[src/rtl/tl45_seq_divider.sv]
// tl45_seq_divider
// Multi-cycle restoring divider, one quotient bit per clock, MSB first.
// Signed operands are divided as magnitudes and the signs restored in a
// final fix-up cycle, so results truncate toward zero and the remainder
// follows the dividend's sign.
//
// Ports
//   i_clk        clock, rising edge
//   i_rst_n      asynchronous active-low reset
//   i_start      begin a division (ignored while busy or flushing)
//   i_signed     1 = two's-complement operands (sampled with i_start)
//   i_dividend   dividend (sampled with i_start)
//   i_divisor    divisor  (sampled with i_start)
//   i_flush      abort any operation in progress, results untouched
//   o_busy       high in CALC and FIXUP
//   o_valid      one-cycle pulse while the FSM sits in DONE
//   o_quotient   quotient, held until the next fix-up
//   o_remainder  remainder, held until the next fix-up
//   o_div_zero   divisor was zero (qualified by o_valid)
module tl45_seq_divider #(
  parameter int WIDTH = 32
) (
  input  logic             i_clk,
  input  logic             i_rst_n,
  input  logic             i_start,
  input  logic             i_signed,
  input  logic [WIDTH-1:0] i_dividend,
  input  logic [WIDTH-1:0] i_divisor,
  input  logic             i_flush,
  output logic             o_busy,
  output logic             o_valid,
  output logic [WIDTH-1:0] o_quotient,
  output logic [WIDTH-1:0] o_remainder,
  output logic             o_div_zero
);

  localparam int CW = (WIDTH > 1) ? $clog2(WIDTH) : 1;
  localparam logic [CW-1:0] LAST_ITER = CW'(WIDTH - 1);

  typedef enum logic [1:0] {
    IDLE  = 2'd0,
    CALC  = 2'd1,
    FIXUP = 2'd2,
    DONE  = 2'd3
  } state_t;

  // Two's-complement negate when n is set, pass-through otherwise.
  function automatic logic [WIDTH-1:0] neg_if(input logic [WIDTH-1:0] v,
                                              input logic             n);
    logic [WIDTH-1:0] r;
    if (n) begin
      r = ~v + WIDTH'(1);
    end else begin
      r = v;
    end
    return r;
  endfunction

  state_t           state_r;
  state_t           state_s;
  logic [CW-1:0]    cnt_r;
  logic [WIDTH-1:0] rem_r;        // partial remainder
  logic [WIDTH-1:0] quo_r;        // dividend bits shift out, quotient bits shift in
  logic [WIDTH-1:0] dmag_r;       // divisor magnitude
  logic             qsign_r;
  logic             rsign_r;
  logic             dz_r;
  logic             busy_r;
  logic             valid_r;
  logic [WIDTH-1:0] quotient_r;
  logic [WIDTH-1:0] remainder_r;
  logic             div_zero_r;

  logic             accept_s;
  logic             dvd_neg_s;
  logic             dvs_neg_s;
  logic [WIDTH:0]   shifted_s;
  logic [WIDTH:0]   trial_s;

  // Start acceptance, operand sign decode and the trial subtract.
  always_comb begin
    accept_s  = i_start & ~busy_r & ~i_flush;
    dvd_neg_s = i_signed & i_dividend[WIDTH-1];
    dvs_neg_s = i_signed & i_divisor[WIDTH-1];
    shifted_s = {rem_r, quo_r[WIDTH-1]};
    // shifted_s < 2*divisor, so the WIDTH+1-bit difference cannot wrap;
    // its top bit is the borrow.
    trial_s   = shifted_s - {1'b0, dmag_r};
  end

  // Next-state logic; flush overrides everything.
  always_comb begin
    state_s = state_r;
    if (i_flush) begin
      state_s = IDLE;
    end else begin
      case (state_r)
        IDLE: begin
          if (accept_s) begin
            state_s = CALC;
          end else begin
            state_s = IDLE;
          end
        end
        CALC: begin
          if (cnt_r == LAST_ITER) begin
            state_s = FIXUP;
          end else begin
            state_s = CALC;
          end
        end
        FIXUP: state_s = DONE;
        DONE: begin
          if (accept_s) begin
            state_s = CALC;
          end else begin
            state_s = IDLE;
          end
        end
        default: state_s = IDLE;
      endcase
    end
  end

  // State register plus status flags registered from the next state.
  always_ff @(posedge i_clk or negedge i_rst_n) begin
    if (!i_rst_n) begin
      state_r <= IDLE;
      busy_r  <= 1'b0;
      valid_r <= 1'b0;
    end else begin
      state_r <= state_s;
      busy_r  <= (state_s == CALC) || (state_s == FIXUP);
      valid_r <= (state_s == DONE);
    end
  end

  // Operand capture and one restoring iteration per CALC cycle.
  always_ff @(posedge i_clk or negedge i_rst_n) begin
    if (!i_rst_n) begin
      cnt_r   <= '0;
      rem_r   <= '0;
      quo_r   <= '0;
      dmag_r  <= '0;
      qsign_r <= 1'b0;
      rsign_r <= 1'b0;
      dz_r    <= 1'b0;
    end else if (accept_s) begin
      cnt_r   <= '0;
      rem_r   <= '0;
      quo_r   <= neg_if(i_dividend, dvd_neg_s);
      dmag_r  <= neg_if(i_divisor, dvs_neg_s);
      // A zero divisor must leave the all-ones quotient un-negated; the
      // remainder negation still restores the original dividend.
      qsign_r <= (dvd_neg_s ^ dvs_neg_s) & (i_divisor != '0);
      rsign_r <= dvd_neg_s;
      dz_r    <= (i_divisor == '0);
    end else if ((state_r == CALC) && !i_flush) begin
      cnt_r <= cnt_r + CW'(1);
      if (!trial_s[WIDTH]) begin
        rem_r <= trial_s[WIDTH-1:0];
        quo_r <= {quo_r[WIDTH-2:0], 1'b1};
      end else begin
        rem_r <= shifted_s[WIDTH-1:0];
        quo_r <= {quo_r[WIDTH-2:0], 1'b0};
      end
    end
  end

  // Result registers: written only on a FIXUP cycle that is not flushed.
  always_ff @(posedge i_clk or negedge i_rst_n) begin
    if (!i_rst_n) begin
      quotient_r  <= '0;
      remainder_r <= '0;
      div_zero_r  <= 1'b0;
    end else if ((state_r == FIXUP) && !i_flush) begin
      quotient_r  <= neg_if(quo_r, qsign_r);
      remainder_r <= neg_if(rem_r, rsign_r);
      div_zero_r  <= dz_r;
    end
  end

  assign o_busy      = busy_r;
  assign o_valid     = valid_r;
  assign o_quotient  = quotient_r;
  assign o_remainder = remainder_r;
  assign o_div_zero  = div_zero_r;

endmodule

[config.mk]
export PLATFORM = sky130hd
export DESIGN_NAME = tl45_seq_divider
export DESIGN_NICKNAME = d
export VERILOG_FILES = /design/src/rtl/tl45_seq_divider.sv
export SDC_FILE = /design/constraint.sdc
export NUM_CORES = 1
export LEC_CHECK = 0
export BUFFER_PORTS_ARGS = -buffer_cell sky130_fd_sc_hd__buf_4
export CORE_UTILIZATION = 29
export CTS_BUF_LIST = sky130_fd_sc_hd__clkbuf_8
export DETAILED_ROUTE_END_ITERATION = 8
export PLACE_DENSITY = 0.5
export SLEW_MARGIN = 20
export SYNTH_ARGS = -nofsm -noshare
export SYNTH_HDL_FRONTEND = slang
export SYNTH_SLANG_ARGS = --single-unit
export TNS_END_PERCENT = 50
[constraint.sdc]
create_clock -name i_clk -period 3.3 [get_ports i_clk]
set_clock_uncertainty 0.05 [all_clocks]
set_input_delay 0.33 -clock i_clk [delete_from_list [all_inputs] [get_ports i_clk]]
set_output_delay 0.33 -clock i_clk [all_outputs]
set_load 0.02 [all_outputs]
After elaboration in Yosys (flattened, before gate mapping)
Index checks and enable logic that the tools add are counted.
{ "totals": {"output_inout_bits": 67, "reg_bits": 173, "inputBits": 69, "wordCells": 63} }
{ "classes": {"n_eq_ne": 7, "bitwise": 12, "n_addsub": 6, "reduce_logical": 9, "n_mux": 16} }
{ "op_table": {"columns": ["operator", "n"], "rows": [
  ["$mux 32", 9],
  ["$add 32x1->32 const B", 4],
  ["$not 32->32", 4],
  ["$sub 33x32->33", 1],
  ["$logic_not 32->1", 1],
  ["$reduce_bool 32->1", 1],
  ["$mux 5", 2],
  ["$eq 2x2->1 const B", 4],
  ["$pmux 2 s3", 1],
  ["$add 5x1->5 const B", 1],
  ["$and 1x1->1", 5],
  ["$eq 5x5->1 const B", 1],
  ["$eq 2x1->1 const B", 2],
  ["$mux 2", 2],
  ["$logic_and 1x1->1", 2],
  ["$logic_not 2->1", 1],
  ["$mux 1", 2],
  ["$not 1->1", 2],
  ["$reduce_bool 2->1", 1],
  ["$reduce_or 2->1", 1],
  ["$logic_not 1->1", 1],
  ["$logic_or 1x1->1", 1],
  ["$xor 1x1->1", 1]
]} }

Depth between registers and ports, before layout
{ "depth": {"depth_word": 8, "ltp_mapped": 13} }

Worst setup path after synthesis
OpenSTA, ideal clock, no wires.
{ "synth_timing": {"kind": "register to register", "start": "reg quo_r[10]", "end": "reg quotient_r[28], in the netlist o_quotient[28]", "period_less_slack_ps": 3280, "arrival_time_ps": 3099, "t_required_ps": 3119, "path_buffers": 0, "slack_ps": 20, "stages_incl_launch_ff": 10, "setup_time_ps": 131, "cell_sequence": "dfrtp_1 -> or4_4 -> or3_4 -> or3_4 -> or2_4 -> or3_1 -> or4_4 -> o31ai_1 -> xor2_1 -> o21ai_1"} }
{ "synth_via": {"elab_chain_len": 3} }
{ "synth_lines": {"columns": ["item", "line", "text"], "rows": [
  ["start, declared", "63", "logic [WIDTH-1:0] quo_r;"],
  ["start signal, assigned", "151", "quo_r <= neg_if(i_dividend, dvd_neg_s);"],
  ["start signal, assigned", "162", "quo_r <= {quo_r[WIDTH-2:0], 1'b1};"],
  ["start signal, assigned", "165", "quo_r <= {quo_r[WIDTH-2:0], 1'b0};"],
  ["$not 32->32", "52", "r = ~v + WIDTH'(1);"],
  ["$add 32x1->32", "52", null],
  ["$mux 32", "51", "if (n) begin"],
  ["end signal, assigned", "177", "quotient_r <= neg_if(quo_r, qsign_r);"],
  ["end, declared", "70", "logic [WIDTH-1:0] quotient_r;"]
]} }
No other way between the ends.
A chain may end at the register's enable or synchronous reset.

Final worst setup path
{ "layout_timing": {"start": "reg quo_r[10]", "end": "reg quotient_r[29], in the netlist o_quotient[29]"} }
Same word-level chain as after synthesis.

==> results.sh <==
export IMPL_antenna_found_initial=1
export IMPL_yosysSeqAreaShare=0.396
export IMPL_critPathMaxStageDelay_ns=0.53
export IMPL_worst_path_buf_inv=0
export IMPL_netlist_instances=1257
export IMPL_yosysTopAreaCell="dfrtp_1"
export IMPL_initial_core_util=0.297
export IMPL_layout_min_cycle_time_ns=3.34
export IMPL_finalSetupTns_ns=-0.0939
export IMPL_leakage_nw=6.08
export IMPL_p_per_area_nw_per_um2=407
export IMPL_finalCritPeriodShare=1.01
export IMPL_hold_violations=0
export IMPL_routedWlPerCell_microns=16.1
export IMPL_fp_row_count=70
export IMPL_worstMarginPinSlew_ns=1.10
export IMPL_crit_chain="or4_4 > or3_4 > or3_4 > or2_4 > or3_4 > or4_4 > o41ai_4 > xor2_1 > o21ai_1"
export IMPL_root_buffer="clkbuf_8"
export IMPL_cts_made_buffers=17
export IMPL_violations="negative setup slack"
export IMPL_fp_dieArea_sq_um=38500
export IMPL_io_buffer_count=135
export IMPL_finalSetupViolCount=3
export IMPL_rsz0062_at_grt="true"
export IMPL_maxCapViolCount=0
export IMPL_cts_max_level=4
export IMPL_fin_nets=1535
export IMPL_cts_sinks=173
export IMPL_end_kind="register"
export IMPL_ir_drop_mv=0.222
export IMPL_core_area_sq_um=36900
export IMPL_dp_cells=1904
export IMPL_max_slew_margin=0.269
export IMPL_synth_edf_count=0
export IMPL_gp_routability_congestion=0.834
export IMPL_cts_tree="done"
export IMPL_start_kind="register"
export IMPL_netlist_top_cells_count="o21ai_0, nand2_1, dfrtp_1"
export IMPL_yosys_cell_count_top_type="o21ai_0"
export IMPL_die_x_microns=196
export IMPL_synth_top_flop_cell="dfrtp_1"
export IMPL_critPathArrivalTime_ns=3.64
export IMPL_grt_use_total=0.165
export IMPL_die_h_microns=196
export IMPL_fmax_mhz=299
export IMPL_clock_latency_ns=0.47
export IMPL_grt_pass1_vias=9106
export IMPL_outcome="complete, but fails checks"
export IMPL_yosys_warnings=0
export IMPL_ant_nets=0
export IMPL_holdCritPathClass="input pin to register"
export IMPL_synth_top_area_share=0.396
export IMPL_synthTopCellsByArea="dfrtp_1, o21ai_0, xor2_1"
export IMPL_crit_path_top_delay_cell="or4_4"
export IMPL_crit_fanout=3
export IMPL_path_delay_family="simple AND/OR/NAND/NOR gates"
export IMPL_firstDrtPassIters=5
export IMPL_path_common_cell="or3_4"
export IMPL_max_clock_path_buffers=2
export IMPL_worst_slack_ns=-0.0448
export IMPL_grt_max_degree=88
export IMPL_routed_wl_microns=31200
export IMPL_final_layout_size_suffix_gt1_frac=0.182
export IMPL_fin_hold_ws_ns=0.0386
export IMPL_overflow=0
export IMPL_drv_slew=0
export IMPL_required_ns=3.60
export IMPL_instances_no_fill=1941
export IMPL_total_power_mw=5.47
export IMPL_yosysUniqueCellTypes=58
export IMPL_vias_per_cell=4.84
export IMPL_clkTransAtPathRegs_ns=0.10
export IMPL_syn_mean_instance_area_sq_um=8.70
export IMPL_drc_errors=0
export IMPL_synth_fp_nets=1369
export IMPL_synth_seq_cells=173
export IMPL_synth_area_sq_um=10900
export IMPL_async_flop_share=1.00
export IMPL_syn_to_final_growth_pct=22.9
export IMPL_drt_initial_drc_count=469
export IMPL_critPathKind="register to register"
export IMPL_vias=9385
export IMPL_grt_pass1_wl_microns=50100
export IMPL_num_io_pins=136
export IMPL_place_hpwl_microns=24200
## through the flow
step,utilization,area [sq um],setup WS (ns)
after floorplan,-,10900,0.0197
after global placement,0.351,13000,-0.0409
after detailed placement,0.351,13000,-0.0660
after CTS,0.363,13400,-0.0656
after global routing,0.365,13400,-0.144
final,0.365,13400,-0.0448
## registers in the layout (all words and copies together) (netlist names)
name,flops
dz_r,1
cnt_r,5
o_valid,1
state_r,2
o_remainder,32
quo_r,32
o_busy,1
qsign_r,1
o_div_zero,1
dmag_r,32
o_quotient,32
rsign_r,1
rem_r,32
## repair_timing
item	CTS	global route
endpoints found under the hold margin	82	0
hold buffers	1	0
gates cloned	0	1
resized for setup	3	5
setup endpoints to repair	5	36
setup buffers	0	2
pin swaps	0	2
## logic make-up after synthesis
group	synth area share
fa+ha+maj	0.0499
flops	0.396
compound gates	0.221
simple gates	0.142
xor+xnor	0.121
mux	0.0294
buf+inv	0.0408
## layout by cell type, fill, tap and decap left out, types with 27 or more instances in the layout
master and count:
o21ai_0 196, nand2_1 187, dfrtp_1 173, o31ai_1 29, a22oi_1 27, mux2i_1 31, ha_1 42, a21oi_1 56
nor2_1 49, buf_4 204, xnor2_1 54, inv_1 55, xor2_1 96
## worst reg2reg max path, cell delays in order (launching register included)
cell     delay [ns]
dfrtp_1        0.40
or4_4          0.53
or3_4          0.35
or3_4          0.37
or2_4          0.26
or3_4          0.34
or4_4          0.46
o41ai_4        0.23
xor2_1         0.17
o21ai_1        0.07
## layout make-up
cell class	instances	area [sq um]
sequential	173	4330
inverter	55	206
antenna	1	2.50
clock buffer	19	262
tap	504	631
clock inverter	13	139
timing repair buffer	211	1660
multi-input combinational	965	6220
fill	3875	23400
## report_power, final
group          switching [mW]  internal (mW)
Clock                   0.844          0.714
Combinational           0.784          0.589
Sequential              0.231           2.31
## path summary, 6_finish.rpt
kind | start | to | slack, ns | depth (start not counted)
max | quo_r[10] | o_quotient[29] | -0.04 | 9
min | i_flush | state_r[0] | 0.04 | 2
max reg2reg | quo_r[10] | o_quotient[29] | -0.04 | 9
min reg2reg | dmag_r[2] | dmag_r[2] | 0.43 | 2
max in group asynchronous | i_rst_n | rem_r[7] | 1.84 | 3
min in group asynchronous | i_rst_n | o_valid | 0.45 | 2
## per-layer routing
| metal | global-route usage | share of wire | vias to the layer above |
|---|---|---|---|
| met5 | 0 | 0 | - |
| met4 | 0.0347 | 0.0060 | 0 |
| met3 | 0.0242 | 0.036 | 10 |
| met2 | 0.250 | 0.44 | 154 |
| met1 | 0.246 | 0.52 | 4441 |
| li1 | - | - | 4780 |
Note: power is estimated with default switching activity, not from simulation.
